[src/rtl/instr_fetch_pkg.sv]
// fetch_pkg: shared widths, fetch FSM states and the prefetch entry layout for instr_fetch.
// Optional byte-parity helper is built only with FETCH_PARITY_EN.
package fetch_pkg;
    localparam int WORD_W = 64;
    localparam int AW_DEF = 15;

    typedef enum logic [1:0] {IDLE, RUN, DROP} fetch_state_e;

    typedef struct packed {
        logic [WORD_W:1] word;
        logic [AW_DEF-1:0] addr;
        logic perr;
    } fetch_entry_t;

`ifdef FETCH_PARITY_EN
    // Odd parity per byte; p[i] covers w[8*i+8:8*i+1].
    function automatic logic par_err(logic [WORD_W:1] w, logic [7:0] p);
        logic e;
        e = 1'b0;
        for (int i = 0; i < 8; i++) e |= ~^{w[8*i+1 +: 8], p[i]};
        return e;
    endfunction
`endif
endpackage

[src/rtl/instr_fetch_if.sv]
// instr_fetch_if: instruction memory read port (req/ack handshake).
// Carries mem_rpar only when FETCH_PARITY_EN is defined.
interface instr_fetch_if import fetch_pkg::*; #(parameter int AW = AW_DEF);
    logic mem_req;
    logic [AW-1:0] mem_addr;
    logic mem_ack;
    logic [WORD_W:1] mem_rdata;
`ifdef FETCH_PARITY_EN
    logic [7:0] mem_rpar;
    modport master(output mem_req, mem_addr, input mem_ack, mem_rdata, mem_rpar);
    modport slave(input mem_req, mem_addr, output mem_ack, mem_rdata, mem_rpar);
`else
    modport master(output mem_req, mem_addr, input mem_ack, mem_rdata);
    modport slave(input mem_req, mem_addr, output mem_ack, mem_rdata);
`endif
endinterface

[src/rtl/instr_fetch_fifo.sv]
// fetch_fifo: DEPTH-entry synchronous FIFO (power-of-two DEPTH); clear beats push,
// and a full FIFO accepts a push when a pop happens in the same cycle.
module fetch_fifo import fetch_pkg::*; #(
    parameter type T = fetch_entry_t,
    parameter int DEPTH = 2,
    localparam int PW = $clog2(DEPTH)
) (
    input  logic clk,
    input  logic rst_n,
    input  logic clr_i,
    input  logic push_i,
    input  logic pop_i,
    input  T din_i,
    output T head_o,
    output logic [PW:0] count_o
);
    T mem_q [DEPTH];
    logic [PW-1:0] rd_q, wr_q;
    logic [PW:0] cnt_q;
    logic wr, rd;

    assign rd = pop_i & (cnt_q != '0);
    assign wr = push_i & ((cnt_q != (PW+1)'(DEPTH)) | rd);
    assign head_o = mem_q[rd_q];
    assign count_o = cnt_q;

    always_ff @(posedge clk or negedge rst_n) begin
        if (!rst_n) begin
            for (int i = 0; i < DEPTH; i++) mem_q[i] <= '0;
            rd_q <= '0;
            wr_q <= '0;
            cnt_q <= '0;
        end else if (clr_i) begin
            rd_q <= '0;
            wr_q <= '0;
            cnt_q <= '0;
        end else begin
            if (wr) begin
                mem_q[wr_q] <= din_i;
                wr_q <= wr_q + 1'b1;
            end
            if (rd) rd_q <= rd_q + 1'b1;
            cnt_q <= cnt_q + (PW+1)'(wr) - (PW+1)'(rd);
        end
    end
endmodule

[src/rtl/instr_fetch.sv]
// instr_fetch: fetch/prefetch stage feeding the decoder with dc/tkk/pc.
// Define FETCH_PARITY_EN to add per-byte read parity checking and the perr output.
module instr_fetch import fetch_pkg::*; #(
    parameter int AW = AW_DEF,
    parameter int DEPTH = 2
) (
    input  logic clk,
    input  logic rst_n,
    input  logic flush,
    input  logic [AW-1:0] jump_addr,
    input  logic jump_right,
    input  logic advance,
    instr_fetch_if.master mem,
    output logic [WORD_W:1] dc,
    output logic tkk,
    output logic valid,
    output logic [AW-1:0] pc
`ifdef FETCH_PARITY_EN
    , output logic perr
`endif
);
    localparam int CW = $clog2(DEPTH) + 1;

    typedef struct packed {
        logic [WORD_W:1] word;
        logic [AW-1:0] addr;
`ifdef FETCH_PARITY_EN
        logic perr;
`endif
    } entry_t;

    fetch_state_e state_q;
    logic [AW-1:0] faddr_q, tgt_q;
    logic req_q, tkk_q;
    logic ack, push, pop;
    logic [CW-1:0] cnt, cnt_nxt;
    entry_t din, head;

    assign ack = mem.mem_ack & req_q;
    assign push = (state_q == RUN) & ack & ~flush;
    assign pop = advance & valid & tkk_q & ~flush;
    assign cnt_nxt = cnt + CW'(push) - CW'(pop);

    assign din.word = mem.mem_rdata;
    assign din.addr = faddr_q;
`ifdef FETCH_PARITY_EN
    assign din.perr = par_err(mem.mem_rdata, mem.mem_rpar);
    assign perr = valid & head.perr;
`endif

    fetch_fifo #(.T(entry_t), .DEPTH(DEPTH)) u_fifo (
        .clk(clk), .rst_n(rst_n), .clr_i(flush), .push_i(push), .pop_i(pop),
        .din_i(din), .head_o(head), .count_o(cnt)
    );

    assign mem.mem_req = req_q;
    assign mem.mem_addr = faddr_q;
    assign dc = head.word;
    assign pc = head.addr;
    assign valid = cnt != '0;
    assign tkk = tkk_q;

    // An unacked request must stay on the bus, so a flush then parks in DROP with the target latched.
    always_ff @(posedge clk or negedge rst_n) begin
        if (!rst_n) begin
            state_q <= IDLE;
            faddr_q <= '0;
            tgt_q <= '0;
            req_q <= 1'b0;
            tkk_q <= 1'b0;
        end else if (flush) begin
            tkk_q <= jump_right;
            if (req_q & ~mem.mem_ack) begin
                state_q <= DROP;
                tgt_q <= jump_addr;
            end else begin
                state_q <= RUN;
                faddr_q <= jump_addr;
                req_q <= 1'b1;
            end
        end else begin
            if (advance & valid) tkk_q <= ~tkk_q;
            if (state_q == DROP && ack) begin
                state_q <= RUN;
                faddr_q <= tgt_q;
                req_q <= 1'b1;
            end else if (state_q == RUN && !(req_q && !mem.mem_ack)) begin
                if (ack) faddr_q <= faddr_q + 1'b1;
                req_q <= int'(cnt_nxt) < DEPTH;
            end
        end
    end
endmodule

[src/flat_wrapper.sv]
// flat-port wrapper written by rule: the top's interface ports become plain ports
module instr_fetch_flat import fetch_pkg::*;
#(
    parameter int AW = AW_DEF,
    parameter int DEPTH = 2
)
  (clk, rst_n, flush, jump_addr, jump_right, advance, dc, tkk, valid, pc, mem_mem_req, mem_mem_addr, mem_mem_ack, mem_mem_rdata);
  instr_fetch_if #(.AW(AW)) mem_i ();
  input  logic clk;
  input  logic rst_n;
  input  logic flush;
  input  logic [AW-1:0] jump_addr;
  input  logic jump_right;
  input  logic advance;
  output logic [WORD_W:1] dc;
  output logic tkk;
  output logic valid;
  output logic [AW-1:0] pc;
  output wire logic [$bits(mem_i.mem_req)-1:0] mem_mem_req;
  output wire logic [$bits(mem_i.mem_addr)-1:0] mem_mem_addr;
  input wire logic [$bits(mem_i.mem_ack)-1:0] mem_mem_ack;
  input wire logic [$bits(mem_i.mem_rdata)-1:0] mem_mem_rdata;
  assign mem_mem_req = mem_i.mem_req;
  assign mem_mem_addr = mem_i.mem_addr;
  assign mem_i.mem_ack = mem_mem_ack;
  assign mem_i.mem_rdata = mem_mem_rdata;
  instr_fetch #(.AW(AW), .DEPTH(DEPTH)) u_core (.clk(clk), .rst_n(rst_n), .flush(flush), .jump_addr(jump_addr), .jump_right(jump_right), .advance(advance), .mem(mem_i), .dc(dc), .tkk(tkk), .valid(valid), .pc(pc));
endmodule
[config.mk]
export PLATFORM = sky130hd
export DESIGN_NAME = instr_fetch_flat
export DESIGN_NICKNAME = d
export VERILOG_FILES = /design/src/rtl/instr_fetch_pkg.sv /design/src/rtl/instr_fetch_if.sv /design/src/rtl/instr_fetch_fifo.sv /design/src/rtl/instr_fetch.sv /design/src/flat_wrapper.sv
export SDC_FILE = /design/constraint.sdc
export NUM_CORES = 1
export LEC_CHECK = 0
export ABC_CLOCK_PERIOD_IN_PS = 3010
export BUFFER_PORTS_ARGS = -buffer_cell sky130_fd_sc_hd__buf_2
export CAP_MARGIN = 10
export CELL_PAD_IN_SITES_DETAIL_PLACEMENT = 0
export CELL_PAD_IN_SITES_GLOBAL_PLACEMENT = 1
export CORE_AREA = 2 2 146 148
export DETAILED_ROUTE_END_ITERATION = 16
export DIE_AREA = 0 0 148 150
export PLACE_DENSITY = 0.81
export RECOVER_POWER = 50
export SYNTH_ARGS = -nofsm -noshare
export SYNTH_HDL_FRONTEND = slang
export SYNTH_HIERARCHICAL = 1
export SYNTH_SLANG_ARGS = --single-unit
[constraint.sdc]
create_clock -name clk -period 3.01 [get_ports clk]
set_clock_uncertainty 0.2 [all_clocks]
set_input_delay 0.602 -clock clk [delete_from_list [all_inputs] [get_ports clk]]
set_output_delay 0.602 -clock clk [all_outputs]
set_load 0.02 [all_outputs]
=== Word-level counts from Yosys, hierarchy flattened ===
Cells that the tools add are included.

* Eq/ne operators: 4
* Magnitude comparators: 4
* Divide/modulo/power cells: 0
* Add/sub/neg operators: 7
* Bitwise operators: 15
* Muxes and demuxes: 25
* Reductions and logical operators: 17
* Multipliers: 0
* Shift operators: 0

{| class="wikitable"
|+ Operator list
! operator !! number
|-
| two-way mux 79 bit || 4
|-
| bitwise mux 158 bit || 1
|-
| demux 79 bit (select 1 bit) || 1
|-
| two-way mux 15 bit || 5
|-
| adder 15 x 1 -> 15 bit, second input constant || 1
|-
| two-way mux 1 bit || 10
|-
| nonzero test 2 bit || 5
|-
| bitwise AND 1 bit || 9
|-
| two-way mux 2 bit || 4
|-
| AND reduction 2 bit || 3
|-
| nonzero test 3 bit || 2
|-
| adder 2 x 1 -> 2 bit || 2
|-
| greater-or-equal comparator 2 bit, second input constant || 2
|-
| logical AND 1 bit || 4
|-
| != test 2 bit, second input constant || 2
|-
| NOT 1 -> 2 bit || 2
|-
| subtractor 2 x 1 -> 2 bit || 2
|-
| NOT 1 bit || 3
|-
| AND reduction 3 bit || 1
|-
| adder 1 bit, second input constant || 2
|-
| == test 2 x 1 -> 1 bit, second input constant || 1
|-
| == test 2 bit, second input constant || 1
|-
| zero test 1 bit || 2
|-
| < comparator 2 x 1 -> 1 bit, second input constant || 1
|-
| other kinds (2) || 2
|}

* Memory bits (writable): 0
* Bits in latches: 0
* Memory bits (read-only): 0
* Memories: 0
* Bits in registers: 196

=== Depth between registers and ports, before layout ===
Gate-level depths: netlist of the first run.

* Depth after elaboration: 10
* Mapped depth: 11
* Mapped depth without buffers: 10

=== Modules after synthesis ===
The synthesis of the first run kept the hierarchy.

{| class="wikitable"
|+ By module, submodules not included
! module !! area an instance (µm²) !! cells an instance !! seq. area each (µm²) !! instances
|-
| fetch_fifo || 7024.2 || 443 || 4053.9 || 1
|-
| instr_fetch || 2103.3 || 211 || 850.8 || 1
|}

=== Worst setup path before layout of the first run ===
No wires, ideal clock.

* Path type: input -> register
* Start: input port flush
* End: register u_core/u_fifo/mem_q[68] in the netlist's numbering
* Arrival time: 2544 ps
* Slack: 141 ps
* Data required time: 2685 ps
* Cell stages on the path: 10
* Path through: clkbuf_1 > clkbuf_8 > clkbuf_8 > nor3b_1 > or3b_4 > and4b_1 > buf_6 > buf_6 > buf_6 > mux2_4

* Word-level cells in the longest chain between the ends: 6

{| class="wikitable"
|+ Ends and longest elaborated chain
! what !! line !! source
|-
| start, declared || flat_wrapper.sv:11 || <nowiki>input logic flush;</nowiki>
|-
| NOT 1 bit (no source line) || - ||
|-
| bitwise AND 1 bit || instr_fetch.sv:41 || <nowiki>assign pop = advance & valid & tkk_q & ~flush;</nowiki>
|-
| via u_core.pop || instr_fetch.sv:35 || <nowiki>logic ack, push, pop;</nowiki>
|-
| bitwise AND 1 bit || instr_fetch_fifo.sv:22 || <nowiki>assign rd = pop_i & (cnt_q != '0);</nowiki>
|-
| OR 1 bit || instr_fetch_fifo.sv:23 || <nowiki>assign wr = push_i & ((cnt_q != (PW+1)'(DEPTH)) | rd);</nowiki>
|-
| bitwise AND 1 bit || instr_fetch_fifo.sv:23 ||
|-
| AND reduction 2 bit (no source line) || - ||
|-
| end signal, assigned by index || instr_fetch_fifo.sv:39 || <nowiki>mem_q[wr_q] <= din_i;</nowiki>
|-
| end, declared || instr_fetch_fifo.sv:17 || <nowiki>T mem_q [DEPTH];</nowiki>
|}

The timed path passes the listed nets, and every way through them passes these cells.
A chain may end at the register's enable or synchronous reset.

=== Worst setup path after layout of the first run ===
* Start: register u_core.u_fifo.rd_q
* End: output port dc[13] in the netlist's numbering

* Word-level cells in the longest chain between the ends: 4

{| class="wikitable"
|+ Ends and longest elaborated chain
! what !! line !! source
|-
| start, declared || instr_fetch_fifo.sv:18 || <nowiki>logic [PW-1:0] rd_q, wr_q;</nowiki>
|-
| start signal, assigned || instr_fetch_fifo.sv:42 || <nowiki>if (rd) rd_q <= rd_q + 1'b1;</nowiki>
|-
| NOT 1 -> 2 bit (implied by the code) || instr_fetch_fifo.sv:24 || <nowiki>assign head_o = mem_q[rd_q];</nowiki>
|-
| two-way mux 79 bit (implied by the code) (3 in a row) || instr_fetch_fifo.sv:24 ||
|-
| end, declared || flat_wrapper.sv:15 || <nowiki>output logic [WORD_W:1] dc;</nowiki>
|}

No other way between the ends. The select of a mux whose other input is x is not followed.

==> run metrics, run 1 <==
antenna violations before repair 0; Crit path required time ~2200 ps; RSZ-0062 raised after global routing false; deepest clock path buffer count 2; failing checks max-capacitance violations, max-slew violations; starting density of the core 0.4412; Multi-input gate area between 3000 and 4000 sq um; worst r2r src u_core/u_fifo/count_o[1]; DR WL/cell roughly 17 um; Mapped Area approximately 9100 sq um; syn_nets 743; Final WS setup about 270 ps; endpoint type of the worst setup path output pin; Setup WS pre-CTS 373.4 ps; critical path class flop to output pin; startpoint class of the critical path flop; layout cells sized above 1 0.5482; Detail Placement HPWL 13.18 mm; hold path start jump_right; vias a little under 6000; setup total negative slack 0 ps; pwr dens approximately 760 nW/um^2; number of synthesized flops with an enable pin 0; Die Span Y approximately 150 um; Ys Warns 6; Die ar. roughly 22000 sq um; Slew HR -0.04632; Fillers 1817; fin cells around 1100; Final setup viols 0; I/O pins ~180; Clock transition at path regs around 70 ps; Routed Antenna Nets 0; synthesized flop and latch total 196; Clk Latency, worst-skew pair around 420 ps; worst slew pin tran roughly 1600 ps; Area Overhead vs Synth 19.88%; # H-tree levels 4; maximum clock frequency ~370 MHz; first-pass GRT wire length between 30 and 40 mm; CTS root buffer clkbuf_16; TritonCTS Buffers 17; sequential fraction of the synthesis area 0.5374; Hold WC Path Type input pin to flop; top_reg_cell synth dfrtp_1; drt total wl about 19 mm; clk sinks 196; vias in the first global route approximately 6000; Peak VDD IR roughly 0.00037 V; CTS tree done; Reg2Reg Setup Slack around 440 ps; hold path depth 3; # DRC 0; Setup Fix Bufs, Post-CTS 0; count of cell types in the netlist 55; Tot Pwr just over 8000 uW; gr usage total 0.1756; Initial DRT Pass Iterations 4; commonest non-fill, non-tap cell in the layout mux2_2; Worst EP arrival ~1900 ps; Die W about 150 um; post-CTS sizing 0; minimum clock period ~2700 ps; Register Area roughly 5000 sq um; fin. max-slew vios ~60; number of max-cap violations 1; Detailed Route Iter0 Violations between 300 and 400; gpl congestion between 0.7 and 0.8; n_diodes 0; Hold Crit Endpoint u_core/tkk; GR Overflow Total 0; outcome complete, but fails checks; CORE AREA slightly above 20000 sq um; period utilization 0.9089; P_leak roughly 0.005 uW; FP Rows 53; Hold Fails Final Rpt 0; final net count between 900 and 1000; I/O Buffers about 180; highest-count cells in the layout ignoring fill and taps 231 x mux2_2, 195 x dfrtp_1, 163 x buf_2; vias per cell between 5 and 6; maximum fanout along the worst path 32; pin count of the biggest net entering global routing 65; synthesized instance count between 600 and 700; r2r endpoint u_core/u_fifo/mem_q[31]; Placed Cells 1083; Worst R2R Path Depth 7; Mapped Avg Cell Area roughly 14 sq um; FFs w/ async S/R, synth 1.000
## worst max-delay path, cell delays in order, from the launching register on
cell	delay [ps]
dfrtp_4	680
buf_12	270
mux2_2	380
buf_2	160
## cell families after synthesis
kind of cell | share of synthesized area
XOR/XNOR | 0.009595
adder cells (fa/ha/maj) | 0.005483
multiplexers | 0.3209
AND/OR/NAND/NOR | 0.04949
buffers and inverters | 0.03029
AO/OA/AOI/OAI | 0.04689
flip-flops | 0.5374
## worst max path at each step
stage / to / start / cells after the start
6_report: dc[13] / u_core/u_fifo/rd_q / 3
5_1_grt: u_core/u_fifo/mem_q[142] / rst_n / 3
4_1_cts: dc[42] / u_core/u_fifo/rd_q / 3
3_5_place_dp: u_core/u_fifo/mem_q[31] / advance / 7
3_3_place_gp: u_core/u_fifo/mem_q[63] / advance / 7
2_1_floorplan: u_core/u_fifo/mem_q[68] / flush / 10
## power breakdown
part           internal, uW  leakage (uW)  switching, uW
clock network          1270      0.000289           1040
logic                  1130       0.00233           1230
registers              3250       0.00247            398
## sequential cells by signal (all words and copies together) (netlist names)
signal                 flops
u_core/u_fifo/wr_q         1
u_core/tkk                 1
u_core/state_q             2
u_core/u_fifo/rd_q         1
u_core/u_fifo/mem_q      158
u_core/u_fifo/count_o      2
u_core/mem.mem_req         1
u_core/mem.mem_addr       15
u_core/tgt_q              15
## timing repair
action                     CTS  global route
setup endpoints to repair    0             0
hold endpoints to repair    59             0
hold buffers                 1             0
## cells in the mapped netlist (5+ instances only)
master	n	share of area
o21ai_0	8	0.0044
nor2b_1	8	0.0055
clkbuf_1	10	0.0041
inv_1	9	0.0037
or3_1	6	0.0041
mux2_2	231	0.28
dfrtp_1	196	0.54
mux2_4	10	0.016
a21oi_1	10	0.0055
nand2_1	16	0.0066
nand4_1	5	0.0034
o31ai_1	5	0.0041
buf_2	21	0.012
xor2_1	6	0.0058
nand3_1	10	0.0055
nor2_1	12	0.0049
a31oi_1	5	0.0034
mux2_1	14	0.017
## stage by stage
stage                     area, sq um  hold WS, ps    util
after detailed placement        10370        282.3  0.5010
final                           10940        191.6  0.5288
after floorplan                  9128        106.4       -
after global placement          10370        273.8  0.5010
after CTS                       10980        171.6  0.5308
after global routing            10940        179.8  0.5288
## routing by layer
layer	wire, um	track usage
met4	266	0.06048
met1	8675	0.2299
met5	0	0
met3	785	0.03598
met2	9565	0.2919
## final cells by class
| cell class | instances | area share |
|---|---|---|
| sequential | 196 | 0.4486 |
| multi-input combinational | 410 | 0.3614 |
| clock buffer | 18 | 0.04014 |
| timing repair buffer | 194 | 0.1001 |
| tap | 275 | 0.03145 |
| clock inverter | 14 | 0.01532 |
| inverter | 9 | 0.003087 |
(Power assumes the default switching activity.)
==> inputs of run 2 (changes only) <==
==> constraint.sdc (replaced) <==
create_clock -name clk -period 3.01 [get_ports clk]
set_clock_uncertainty 0.2 [all_clocks]
set_input_delay 0.1505 -clock clk [delete_from_list [all_inputs] [get_ports clk]]
set_output_delay 0.1505 -clock clk [all_outputs]
set_load 0.02 [all_outputs]
==> run 2 against run 1 <==
  * The flow now finishes without violations
  * Combinational power grew 3%
  * Power is 0.72% higher
  * Cell count up 7.5%
  * Critical path type is now flop to flop
  * Highest routed layer unchanged
==> run metrics, run 2 (synthesis results as in run 1) <==
clk sinks 196 (unchanged); CTS tree done; Setup Fix Bufs, Post-CTS 0 (unchanged); FP Rows 53 (unchanged); most flop-heavy register u_core/u_fifo/mem_q; GR Overflow Total 0 (unchanged); number of max-cap violations 0 (-1); gpl congestion 0.7590 (+2.0%); max FFs per register 158 (unchanged); commonest non-fill, non-tap cell in the layout mux2_2; pwr dens 716.4 nW/um^2 (-5.8%); Die Span Y 150 um (unchanged); worst slew pin tran 1329 ps (-240.0 ps); startpoint class of the critical path flop; outcome finished, final reports clean; RSZ-0062 raised after global routing false; antenna violations before repair 0 (unchanged); n_diodes 0 (unchanged); TritonCTS Buffers 17 (unchanged); Worst EP arrival 2750 ps (+820 ps); Logic pwr share 0.291 (+0.008); Crit path required time 3110 ps (+900 ps); final instance area 11700 sq um (+6.9%); maximum clock frequency 377.7 MHz (+3.3%); Detailed Route Iter0 Violations 200 (-42%); Initial DRT Pass Iterations 4 (unchanged); minimum clock period 2647 ps (-88.43 ps); first-pass GRT wire length 32.51 mm (+5.5%); I/O pins 182 (unchanged); CP top delay family simple AND/OR/NAND/NOR gates; P_leak 0.005400 uW (+6.2%); period utilization 0.8795 (-0.02938); deepest clock path buffer count 2 (unchanged); maximum fanout along the worst path 46 (+44%); Int Power 5692 uW (+0.73%); pin count of the biggest net entering global routing 88 (+35%); Area Overhead vs Synth 28.14%; Routed Antenna Nets 0 (unchanged); # H-tree levels 4 (unchanged); Hold Fails Final Rpt 0 (unchanged); DR WL/cell 16.63 um (-3.8%); Seq pwr share 0.436 (-0.003); fin. max-slew vios 0 (-100%); CORE AREA 20690 sq um (unchanged); Slew HR 0.1137 (+0.1600); Die W 148 um (unchanged); Setup WS pre-CTS 383.0 ps (+9.560 ps); CTS root buffer clkbuf_16; Final WS setup 362.7 ps (+88.43 ps); critical path class flop to flop; layout cells sized above 1 0.4930 (-0.05518); Clk Latency, worst-skew pair 430 ps (about the same); starting density of the core 0.4412 (unchanged); final net count 1001 (+9.2%); CP max stage delay 430 ps (-250 ps); Peak VDD IR 0.0003466 V (-7.0%); drt total wl 19.96 mm (+3.4%); CP Cell Sequence or2_2 > nand2_1 > nor3b_1 > or3b_4 > and4b_4 > buf_12 > mux2_2; endpoint type of the worst setup path flop; Clock transition at path regs 70 ps (about the same); setup total negative slack 0 ps (unchanged); critical path's slowest cell dfrtp_1; clock share of power 0.273 (-0.005); Net Sw Power 2688 uW (+0.70%); Die ar. 22200 sq um (unchanged); Detail Placement HPWL 13.11 mm (-0.58%); vias in the first global route 6322 (+5.8%); Hold WC Path Type input pin to async pin; # DRC 0 (unchanged); Final setup viols 0 (unchanged); vias per cell 5.128 (-2.3%); Area after DPL 10320 sq um (-0.41%); vias 6154 (+5.0%); highest-count cells in the layout ignoring fill and taps 231 x mux2_2, 195 x dfrtp_1, 162 x buf_2, 84 x dlygate4sd3_1, 23 x clkbuf_1; WP buf/inv 1 (-1); I/O Buffers 181 (unchanged); gr usage total 0.1847 (+0.009085); Sw Share 0.3208 (about the same); Fillers 1767 (-2.8%)
-- run 2: cell count changes in the layout (fill, tap and decap cells not counted), moves of 2 or more --
cell	before	now
dlygate4sd3_1	1	84
clkbuf_1	17	23
buf_12	9	4
clkinv_2	1	3
clkinvlp_4	3	1
-- run 2: area by class of cell --
| class | instances | area (sq um) | share of cell area |
|---|---|---|---|
| Sequential cell | 196 | 4908 | 0.4197 |
| Tap cell | 275 | 344.1 | 0.02942 |
| Timing Repair Buffer | 278 | 1859 | 0.1590 |
| Multi-Input combinational cell | 410 | 3954 | 0.3380 |
| Clock buffer | 17 | 425.4 | 0.03637 |
| Inverter | 9 | 33.78 | 0.002888 |
| Clock inverter | 15 | 171.4 | 0.01466 |
-- run 2: power by group through the flow --
stage | Sequential, uW | Combinational, uW | Clock [uW]
finish | 3650 | 2440 | 2290
global route | 3740 | 2630 | 2480
CTS | 3650 | 2490 | 2360
detailed placement | 3700 | 2390 | 0
global placement | 3680 | 2350 | 0
floorplan | 3630 | 1620 | 0
-- run 2: stage by stage --
| step | hold WS, ps | power (uW) | utilization | std cells |
|---|---|---|---|---|
| after floorplan | -345.1 | 5257 | - | 654 |
| after global placement | 47.47 | 6028 | 0.4990 | 1084 |
| after detailed placement | 58.77 | 6086 | 0.4990 | 1084 |
| after CTS | 118.1 | 8503 | 0.5685 | 1200 |
| after global routing | 166.4 | 8851 | 0.5653 | 1200 |
| final | 113.1 | 8379 | 0.5653 | 1200 |
-- run 2: final timing paths --
path / start / endpoint / slack, ps / cells past startpoint
max in group asynchronous: rst_n / u_core/u_fifo/mem_q[156] / 720 / 3
min: rst_n / u_core/u_fifo/mem_q[28] / 110 / 2
max reg2reg: u_core/u_fifo/count_o[1] / u_core/u_fifo/mem_q[20] / 360 / 7
min in group clk: advance / u_core/u_fifo/rd_q / 150 / 6
max: u_core/u_fifo/count_o[1] / u_core/u_fifo/mem_q[20] / 360 / 7
min reg2reg: u_core/tgt_q[4] / u_core/tgt_q[4] / 300 / 1
-- run 2: layer usage --
metal	routed length (um)	part of all wire	vias up	global-route usage
li1	-	-	2889	-
met1	9106	0.46	3116	0.2423
met2	9944	0.50	136	0.3113
met3	730	0.037	13	0.03933
met4	176	0.0088	0	0.05095
met5	0	0	-	0
-- run 2: what timing repair did --
| action | in CTS | in global routing |
|---|---|---|
| resized for setup | 0 | 0 |
| endpoints found under the setup margin | 0 | 0 |
| hold endpoints to repair | 243 | 0 |
| hold buffers | 84 | 0 |
